**src/rtl/spi_pkg.sv**
```systemverilog
// Shared SPI types: FSM states, default geometry, SCLK edge strobes.
// Used by spi_master and spi_clk_gen.
package spi_pkg;

  localparam int DEF_DATA_WIDTH = 8;
  localparam int DEF_CLK_DIV    = 3;

  typedef enum logic [1:0] {
    IDLE  = 2'd0,
    SETUP = 2'd1,
    SHIFT = 2'd2,
    HOLD  = 2'd3
  } state_t;

  typedef enum logic [1:0] {
    EDGE_NONE = 2'b00,
    EDGE_RISE = 2'b01,
    EDGE_FALL = 2'b10
  } sclkEdge_t;

endpackage

```
**src/rtl/spi_clk_gen.sv**
```systemverilog
// SCLK generator: half-period counter, SCLK level and edge strobes.
// The strobe marks the clock edge on which SCLK is about to toggle.
module spi_clk_gen
  import spi_pkg::*;
#(
  parameter int CLK_DIV = DEF_CLK_DIV
) (
  input  logic      clk,
  input  logic      reset,
  input  logic      en,
  input  logic      hold,
  output logic      SCLK,
  output logic      tick,
  output sclkEdge_t edgeStb
);

  localparam int CW = (CLK_DIV > 1) ? $clog2(CLK_DIV) : 1;
  localparam logic [CW-1:0] LAST = CW'(CLK_DIV - 1);

  logic [CW-1:0] cnt;

  assign tick = en && (cnt == LAST);

  // Strobe decode; hold lets the counter time HOLD without toggling SCLK
  always_comb begin
    edgeStb = EDGE_NONE;
    if (tick && !hold)
      edgeStb = SCLK ? EDGE_FALL : EDGE_RISE;
  end

  // Half-period counter and SCLK level register
  always_ff @(posedge clk) begin
    if (!reset) begin
      cnt  <= '0;
      SCLK <= 1'b0;
    end else if (!en) begin
      cnt  <= '0;
      SCLK <= 1'b0;
    end else if (tick) begin
      cnt <= '0;
      if (!hold)
        SCLK <= ~SCLK;
    end else begin
      cnt <= cnt + 1'b1;
    end
  end

endmodule

```
**src/rtl/spi_master.sv**
```systemverilog
// SPI master, LSB first, CS active low, one byte per start.
// Define SPI_MASTER_LOOPBACK_EN to feed MOSI back into the RX shifter.
module spi_master
  import spi_pkg::*;
#(
  parameter int DATA_WIDTH = DEF_DATA_WIDTH,
  parameter int CLK_DIV    = DEF_CLK_DIV
) (
  input  logic                  clk,
  input  logic                  reset,
  input  logic                  start,
  input  logic [DATA_WIDTH-1:0] masterDataToSend,
  output logic [DATA_WIDTH-1:0] masterDataReceived,
  output logic                  busy,
  output logic                  done,
  output logic                  SCLK,
  output logic                  CS,
  output logic                  MOSI,
  input  logic                  MISO
);

  localparam int BW = $clog2(DATA_WIDTH) + 1;
  localparam logic [BW-1:0] LAST_BIT = BW'(DATA_WIDTH - 1);

  state_t                state;
  logic [DATA_WIDTH-1:0] txReg;
  logic [DATA_WIDTH-1:0] rxReg;
  logic [BW-1:0]         bitCnt;
  logic                  tick;
  logic                  inHold;
  logic                  rxIn;
  sclkEdge_t             edgeStb;

  assign inHold = (state == HOLD);

`ifdef SPI_MASTER_LOOPBACK_EN
  assign rxIn = MOSI;
`else
  assign rxIn = MISO;
`endif

  // Counter runs from the registered busy flag, so the first
  // rise lands H clocks after CS falls.
  spi_clk_gen #(
    .CLK_DIV(CLK_DIV)
  ) uClkGen (
    .clk    (clk),
    .reset  (reset),
    .en     (busy),
    .hold   (inHold),
    .SCLK   (SCLK),
    .tick   (tick),
    .edgeStb(edgeStb)
  );

  // FSM, shifters, bit counter and registered outputs
  always_ff @(posedge clk) begin
    if (!reset) begin
      state              <= IDLE;
      txReg              <= '0;
      rxReg              <= '0;
      bitCnt             <= '0;
      MOSI               <= 1'b0;
      CS                 <= 1'b1;
      busy               <= 1'b0;
      done               <= 1'b0;
      masterDataReceived <= '0;
    end else begin
      done <= 1'b0;
      if (edgeStb == EDGE_RISE) begin
        MOSI  <= txReg[0];
        txReg <= txReg >> 1;
      end
      if (edgeStb == EDGE_FALL) begin
        rxReg  <= {rxIn, rxReg[DATA_WIDTH-1:1]};
        bitCnt <= bitCnt + 1'b1;
      end
      unique case (state)
        IDLE: begin
          if (start) begin
            state  <= SETUP;
            txReg  <= masterDataToSend;
            bitCnt <= '0;
          end
        end
        SETUP: begin
          CS   <= 1'b0;
          busy <= 1'b1;
          if (edgeStb == EDGE_RISE)
            state <= SHIFT;
        end
        SHIFT: begin
          if (edgeStb == EDGE_FALL && bitCnt == LAST_BIT)
            state <= HOLD;
        end
        HOLD: begin
          if (tick) begin
            masterDataReceived <= rxReg;
            done               <= 1'b1;
            CS                 <= 1'b1;
            busy               <= 1'b0;
            if (start) begin
              state  <= SETUP;
              txReg  <= masterDataToSend;
              bitCnt <= '0;
            end else begin
              state <= IDLE;
            end
          end
        end
      endcase
    end
  end

endmodule

```
**config.mk**
```make
export PLATFORM = sky130hd
export DESIGN_NAME = spi_master
export DESIGN_NICKNAME = d
export VERILOG_FILES = /design/src/rtl/spi_pkg.sv /design/src/rtl/spi_clk_gen.sv /design/src/rtl/spi_master.sv
export SDC_FILE = /design/constraint.sdc
export NUM_CORES = 1
export LEC_CHECK = 0
export ABC_AREA = 1
export BUFFER_PORTS_ARGS = -buffer_cell sky130_fd_sc_hd__buf_2
export CORE_MARGIN = 2
export CORE_UTILIZATION = 30
export CTS_CLUSTER_SIZE = 28
export DETAILED_ROUTE_END_ITERATION = 16
export GPL_TIMING_DRIVEN = 0
export MAX_ROUTING_LAYER = met4
export PLACE_DENSITY_LB_ADDON = 0.15
export SLEW_MARGIN = 0
export SYNTH_ARGS = -nofsm -noshare
export SYNTH_HDL_FRONTEND = slang
export SYNTH_SLANG_ARGS = --single-unit
```
**constraint.sdc**
```tcl
create_clock -name clk -period 1.8 [get_ports clk]
set_input_delay 0.09 -clock clk [delete_from_list [all_inputs] [get_ports clk]]
set_output_delay 0.09 -clock clk [all_outputs]
set_load 0.05 [all_outputs]
```
==> results.ini, run 1 <==
[drt]
drc_errors = 0
drt_iter0_drc = 92
viasPerCell = 4.31
vias = 1290
firstDrtPassIters = 4
wl_per_cell_um = 10.9
antenna_left = 0
wirelength_um = 3260

[sta]
tns_ps = 0
rsz0062_at_grt = false
fin_skew_ps = 9.03
hold_violations = 0
period_share_pct = 88.6
relSlewSlack_pct = 71.5
setup_violations = 0
drv_slew = 0
tightest_slew_ps = 428
clock.fmax_mhz = 627
fin_crit_ps = 1600
hold_slack_ps = 73.5
fin_ws_ps = 205

[setup_path]
rr_endpoint = txReg[7]$_SDFF_PN0_
rr_worst_depth = 7
critPathKind = reg -> reg
cp.required_ps = 2030
cp-start-kind = register
cp_max_fo = 8
cp-startpoint = state[0]$_SDFFE_PN0P_
r2r_setup_slack_ps = 200
critPathCaptureType = register
cp.arrival_ps = 1830
r2r-start = state[0]$_SDFFE_PN0P_

[synth]
synth_area_sq_um = 1560
synth_seq_cells = 37
synth_cell_type_count = 22
syn_inst = 197
ys_seq_area_share_pct = 47.6
synth_nets = 215
yosysWarnings = 0
avgSynthCellArea_sq_um = 7.91

[layout]
syn_to_final_growth_pct = 20.8
drive_above_1_share_pct = 20.5
post-route-util_pct = 37.1
n_antenna_cell = 0
layout.nets = 246

[min_path]
hold_path.class = in -> reg
min_to = txReg[4]$_SDFF_PN0_
hold_path_depth = 3
hp-start = masterDataToSend[4]

[clocking]
cts_buffers = 5
path_clk_slew_ps = 70
clockRootBuffer = clkbuf_8
hold_buffers = 0
cts_resized = 0
clock_path_buffers = 2
htreeDepth = 2
clkLatencyLatePin_ps = 290
cts.sinks = 37
cts_setup_buffers = 0
cts_tree = done

[floorplan]
core_sq_um = 5070
chipWidth_um = 76.1
design.die.area_sq_um = 5790
pin_count = 25
initial_core_util_pct = 30.7
die_y_um = 76.1
rows = 26

[grt]
grt_pass1_vias = 1205
grt_max_degree = 13
track_usage_pct = 12.4
grt_pass1_wl_um = 5600
grt-ovfl-total = 0
antenna_found_initial = 0

[placement]
gp_congestion = 0.814
place_ws_ps = 93.5
hpwlAfterDp_um = 2350
io_buffer_count = 24

[power]
power_leakage_uw = 0.000819
power_density_nw_per_um2 = 1210
peakVddDrop_uv = 436

[flow_run]
drv_cap = 0

[outcome]
outcome = finished, final reports clean

-- through the flow --
| stage | total power, uW | area (sq um) | instances |
|---|---|---|---|
| floorplan | 1430 | 1560 | 197 |
| CTS | 2290 | 1880 | 299 |
| finish | 2280 | 1880 | 299 |
| global route | 2430 | 1880 | 299 |
| detailed placement | 1570 | 1770 | 291 |
| global placement | 1570 | 1770 | 291 |
-- critical path: stages (launching register included) --
cell	delay [ps]
dfxtp_1	450
inv_1	100
ha_1	350
nor2_2	300
nand3_1	120
nand3_1	110
nand2_1	50
inv_1	60
-- cell families after synthesis --
| logic type | count (synthesis) | synth area share, % |
|---|---|---|
| xor+xnor | 2 | 1.12 |
| simple gates | 67 | 19.5 |
| fa+ha+maj | 6 | 4.82 |
| mux | 1 | 0.643 |
| buf+inv | 35 | 9.08 |
| flops | 37 | 47.6 |
| compound gates | 49 | 17.3 |
-- report_power, final --
| group | internal, uW | total (uW) | switching [uW] |
|---|---|---|---|
| Combinational | 197 | 604 | 407 |
| Clock | 416 | 715 | 299 |
| Sequential | 901 | 960 | 59.0 |
-- registers in the layout (all words and copies together) (netlist names), 2 cells and up --
name	flops
bitCnt	4
masterDataReceived	8
rxReg	8
state	2
txReg	8
uClkGen.cnt	2
-- area by class of cell --
class	count	area (sq um)
multi-input combinational	125	681
buffer	4	25.0
fill	559	3190
tap	70	87.6
sequential	37	741
inverter	31	116
clock inverter	2	38.8
timing repair buffer	24	120
clock buffer	6	72.6
-- cells in the mapped netlist, drive strengths merged --
master,count,share of area (%)
buf,4,1.6
nor3,4,1.6
inv,31,7.5
a21oi,21,7.0
xor2,2,1.1
nand2,36,9.3
nor2,11,3.1
nand3,16,5.5
o211ai,8,3.9
dfxtp,37,48
o21ai,20,6.4
mux2i,1,0.64
ha,6,4.8
-- worst max-delay path by stage --
stage	end	slack, ps	depth (start not counted)
after CTS	txReg[7]$_SDFF_PN0_	70	7
after floorplan	bitCnt[3]$_SDFF_PN0_	230	8
final	txReg[7]$_SDFF_PN0_	200	7
after global routing	txReg[7]$_SDFF_PN0_	50	7
after global placement	txReg[7]$_SDFF_PN0_	120	7
after detailed placement	txReg[7]$_SDFF_PN0_	90	7
-- cell usage in the layout (no fill, tap or decap) --
master	count
dfxtp_1	37
nand2_1	34
inv_1	26
buf_2	26
o21ai_1	20
a21oi_1	20
nand3_1	15
nor2_1	9
o211ai_1	8
inv_2	5
ha_1	5
clkbuf_8	5
nor3_1	3
xor2_1	2
nand2_2	1
nor2_4	1
buf_1	1
nand3_2	1
nor3_2	1
mux2i_1	1
nand2_4	1
a21oi_2	1
buf_6	1
nor2_2	1
ha_2	1
clkbuf_1	1
bufinv_16	1
clkinv_4	1
-- routing by layer --
metal	track usage (%)	wire length, um	vias up
met5	-	0	-
met4	4.91	53	0
met3	3.79	103	7
met2	18.3	1430	12
met1	15.9	1680	565
li1	-	-	706
Power figures use the tool's default switching activity.
==> inputs of run 2 (changes only) <==
Settings changed: CORE_UTILIZATION 30 to 25.
==> results.ini, run 2 (synthesized netlist as in run 1, its figures left out) <==
[outcome]
outcome = finished, final reports clean

[placement]
hpwlAfterDp_um = 2450
gp_congestion = 0.747
io_buffer_count = 24

[power]
peakVddDrop_uv = 333
p_sw_uw = 768
p_int_uw = 1550
power_leakage_uw = 0.000825
clkPwrFrac_pct = 32.2
power_density_nw_per_um2 = 1230
power_frac_seq_pct = 41.4
swShare_pct = 33.1
combPwrFrac_pct = 26.4

[layout]
syn_to_final_growth_pct = 21.5
final_cell_mix = dfxtp_1, nand2_1, inv_1, buf_2
top_regs = masterDataReceived (8), rxReg (8), txReg (8)
n_antenna_cell = 0
layout.nets = 246
drive_above_1_share_pct = 20.5
post-route-util_pct = 31.8
final_common_cell = dfxtp_1
fillerInstances = 664

[drt]
drt_iter0_drc = 42
viasPerCell = 4.27
drc_errors = 0
vias = 1299
firstDrtPassIters = 4
wirelength_um = 3330
wl_per_cell_um = 10.9
antenna_left = 0

[setup_path]
max_stage_delay_ps = 440
cp.arrival_ps = 1860
cp_slowest_cell = dfxtp_1
cp-start-kind = register
r2r_setup_slack_ps = 170
cp.required_ps = 2040
worstPathCellList = inv_1, ha_1, nor2_2, nand3_1, nand3_1, nand2_1, inv_1
cp_max_fo = 8
critPathKind = reg -> reg
critPathCaptureType = register

[clocking]
cts_setup_buffers = 0
htreeDepth = 2
clockRootBuffer = clkbuf_8
clkLatencyLatePin_ps = 290
cts.sinks = 37
clock_path_buffers = 2
cts_buffers = 5
cts_tree = done
path_clk_slew_ps = 70

[grt]
grt_pass1_vias = 1263
grt-ovfl-total = 0
antenna_found_initial = 0
grt_max_degree = 12
track_usage_pct = 10.6
grt_pass1_wl_um = 5830

[min_path]
hold_path.class = in -> reg

[sta]
period_share_pct = 90.4
hold_violations = 0
fin_skew_ps = 3.35
tns_ps = 0
drv_slew = 0
fin_crit_ps = 1630
relSlewSlack_pct = 72.1
tightest_slew_ps = 418
clock.fmax_mhz = 614
setup_violations = 0
rsz0062_at_grt = false

[floorplan]
design.die.area_sq_um = 6880
chipWidth_um = 82.9
core_sq_um = 5960
die_y_um = 82.9
pin_count = 25
initial_core_util_pct = 26.2
rows = 28

[flow_run]
drv_cap = 0

-- run 2: changes by cell type in the layout (fill, tap and decap cells not counted) --
cell	previous run	this run
clkbuf_8	5	6
nand2_1	34	33
ha_1	5	6
clkinv_4	1	0
nand2_2	1	2
ha_2	1	0
-- run 2: power by group through the flow --
stage | combinational [uW] | clock (uW) | sequential [uW]
after global placement | 603 | 0 | 980
after floorplan | 409 | 0 | 1020
final | 613 | 748 | 960
after global routing | 699 | 799 | 970
after detailed placement | 601 | 0 | 979
after CTS | 611 | 773 | 960
-- run 2: what timing repair did --
| item | 4_1_cts | 5_1_grt |
|---|---|---|
| resized for setup | 1 | 1 |
| endpoints found under the setup margin | 1 | 1 |
| hold buffers | 0 | 0 |
-- run 2: critical path: cells and delay by family, from the launching register on --
| family | cells | cell delay [ps] |
|---|---|---|
| AND/OR/NAND/NOR | 4 | 620 |
| flip-flops | 1 | 440 |
| adder cells (fa/ha/maj) | 1 | 350 |
| buffers and inverters | 2 | 160 |
-- run 2: through the flow --
stage	cell area [sq um]	total power [uW]	setup WS [ps]	hold WS [ps]	std cells
global route	1890	2470	21.8	85.3	304
floorplan	1560	1430	233	252	197
CTS	1890	2340	130	61.7	304
global placement	1770	1580	-5.90	370	296
finish	1890	2320	173	70.2	304
detailed placement	1770	1580	8.14	373	296
-- run 2: cell type report --
cell class	instances	area, sq um	share of cell area [%]
buffer	4	25.0	1.32
clock buffer	7	86.3	4.56
clock inverter	1	30.0	1.59
inverter	31	116	6.15
multi-input combinational	125	681	36.0
sequential	37	741	39.1
tap	75	93.8	4.96
timing repair buffer	24	120	6.34
-- run 2: worst paths after layout --
path	depth (start not counted)	end	startpoint
max	7	txReg[7]$_SDFF_PN0_	state[0]$_SDFFE_PN0P_
min	3	txReg[2]$_SDFF_PN0_	masterDataToSend[2]
max reg2reg	7	txReg[7]$_SDFF_PN0_	state[0]$_SDFFE_PN0P_
min reg2reg	1	uClkGen.cnt[0]$_SDFF_PP0_	uClkGen.cnt[0]$_SDFF_PP0_
-- run 2: metal layers --
layer  share of wire (%)  track usage, %  vias to the layer above
li1                    -               -                      706
met1                  53            13.7                      574
met2                  42            15.5                       14
met3                 3.2            3.18                        5
met4                 2.1            4.47                        0
met5                   0               -                        -
==> inputs of run 3 (changes only) <==
Settings changed: CORE_UTILIZATION 25 to 35, PLACE_DENSITY_LB_ADDON 0.15 to unset, REMOVE_ABC_BUFFERS set to 1.
==> results.ini, run 3 (synthesized netlist as in run 1, its figures left out) <==
[clocking]
cts_tree = done
clock_path_buffers = 2
cts_buffers = 5
clkLatencyLatePin_ps = 300
clockRootBuffer = clkbuf_8
htreeDepth = 2
hold_buffers = 0
path_clk_slew_ps = 70
cts.sinks = 37

[setup_path]
r2r-start = state[0]$_SDFFE_PN0P_
cp-start-kind = register
cp_slowest_cell = dfxtp_1
cp_max_fo = 20
max_stage_delay_ps = 440
worstPathCellList = ha_1, nor2_4, nand2_2, mux2i_1, nor2_1
rr_worst_depth = 5
rr_endpoint = bitCnt[1]$_SDFF_PN0_
cp.arrival_ps = 1820
cp.required_ps = 1990
r2r_setup_slack_ps = 160
critPathKind = reg -> reg
critPathCaptureType = register
critical_path.top_delay_family = simple AND/OR/NAND/NOR gates
path_buf_inv = 0

[sta]
hold_violations = 0
fin_skew_ps = 7.70
tightest_slew_ps = 391
fin_ws_ps = 163
relSlewSlack_pct = 73.8
fin_crit_ps = 1640
period_share_pct = 90.9
clock.fmax_mhz = 611
rsz0062_at_grt = false
tns_ps = 0
setup_violations = 0
hold_slack_ps = 64.4
drv_slew = 0

[placement]
io_buffer_count = 24
place_ws_ps = -60.1
hpwlAfterDp_um = 2140
post_dp_cell_area_sq_um = 1720
gp_congestion = 0.810

[drt]
met1_length_um = 1560
top_layer_used = met4
wl_per_cell_um = 11.1
drc_errors = 0
drt_iter0_drc = 77
wl_met3_um = 173
firstDrtPassIters = 4
viasPerCell = 4.73
vias = 1311
wl_met2_um = 1300
antenna_left = 0
wirelength_um = 3090

[layout]
layout.nets = 242
final_common_cell = dfxtp_1
final_cell_mix = dfxtp_1, nand2_1, inv_1
top_regs = masterDataReceived (8), rxReg (8), txReg (8)
final_area_sq_um = 1860
syn_to_final_growth_pct = 19.2
drive_above_1_share_pct = 20.0
fillerInstances = 450
n_antenna_cell = 0

[grt]
grt-ovfl-total = 0
grt_max_degree = 21
track_usage_pct = 14.2
grt_pass1_vias = 1242
grt_pass1_wl_um = 5420
antenna_found_initial = 0

[outcome]
outcome = finished, final reports clean

[floorplan]
initial_core_util_pct = 36.0
rows = 24
pin_count = 25
chipWidth_um = 70.7
design.die.area_sq_um = 5000
core_sq_um = 4320
die_y_um = 70.7

[flow_run]
drv_cap = 0

[min_path]
min_to = rxReg[7]$_SDFFE_PN0N_
hold_path_depth = 3
hp-start = MISO
hold_path.class = in -> reg

[power]
peakVddDrop_uv = 463
power_leakage_uw = 0.000824
power_density_nw_per_um2 = 1300

run 3: cell types whose count changed in the layout (fill, tap and decap cells not counted), sizes merged:
cell	before	now
clkbuf	7	5
clkinv	0	1
bufinv	1	2
buf	28	24
run 3: stage by stage:
stage | cells | util [%] | total power [uW]
4_1_cts | 277 | 42.9 | 2440
5_1_grt | 277 | 42.9 | 2560
3_5_place_dp | 269 | 39.7 | 1580
2_1_floorplan | 193 | - | 1430
3_3_place_gp | 269 | 39.7 | 1570
6_report | 277 | 42.9 | 2420
run 3: worst max path at each step:
stage                           from                    to  slack (ps)  depth (start not counted)
4_1_cts        state[0]$_SDFFE_PN0P_   txReg[7]$_SDFF_PN0_          40                          7
3_3_place_gp   state[0]$_SDFFE_PN0P_  bitCnt[2]$_SDFF_PN0_         -30                          6
3_5_place_dp   state[0]$_SDFFE_PN0P_  bitCnt[2]$_SDFF_PN0_         -60                          6
5_1_grt        state[0]$_SDFFE_PN0P_  bitCnt[2]$_SDFF_PN0_          10                          6
6_report       state[0]$_SDFFE_PN0P_  bitCnt[1]$_SDFF_PN0_         160                          5
2_1_floorplan      busy$_SDFFE_PN0P_  bitCnt[3]$_SDFF_PN0_          70                          7
run 3: timing repair:
item,in CTS,in global routing
setup buffers,0,0
resized for setup,1,1
setup endpoints to repair,3,8
run 3: worst register-to-register path: cells and delay by family (launching register included):
family        cells  cell delay, ps
fa+ha+maj         1             360
flops             1             440
mux               1             260
simple gates      3             470
run 3: final cells by class:
class                           instances  area [sq um]  area share [%]
Multi-Input combinational cell        125           681            36.7
Tap cell                               52          65.1            3.50
Clock inverter                          3          65.1            3.50
Timing Repair Buffer                   24           120            6.47
Sequential cell                        37           741            39.9
Inverter                               31           116            6.27
Clock buffer                            5          68.8            3.71
run 3: per-layer routing:
layer | global-route usage, % | vias to the layer above
met1 | 16.8 | 578
met5 | - | -
met2 | 21.7 | 26
li1 | - | 700
met4 | 5.66 | 0
met3 | 5.41 | 7
run 3: where the power goes:
| group | internal, uW | total, uW | switching [uW] |
|---|---|---|---|
| clock | 550 | 850 | 300 |
| sequential | 901 | 960 | 59.4 |
| combinational | 196 | 605 | 409 |
| total | 1650 | 2420 | 768 |
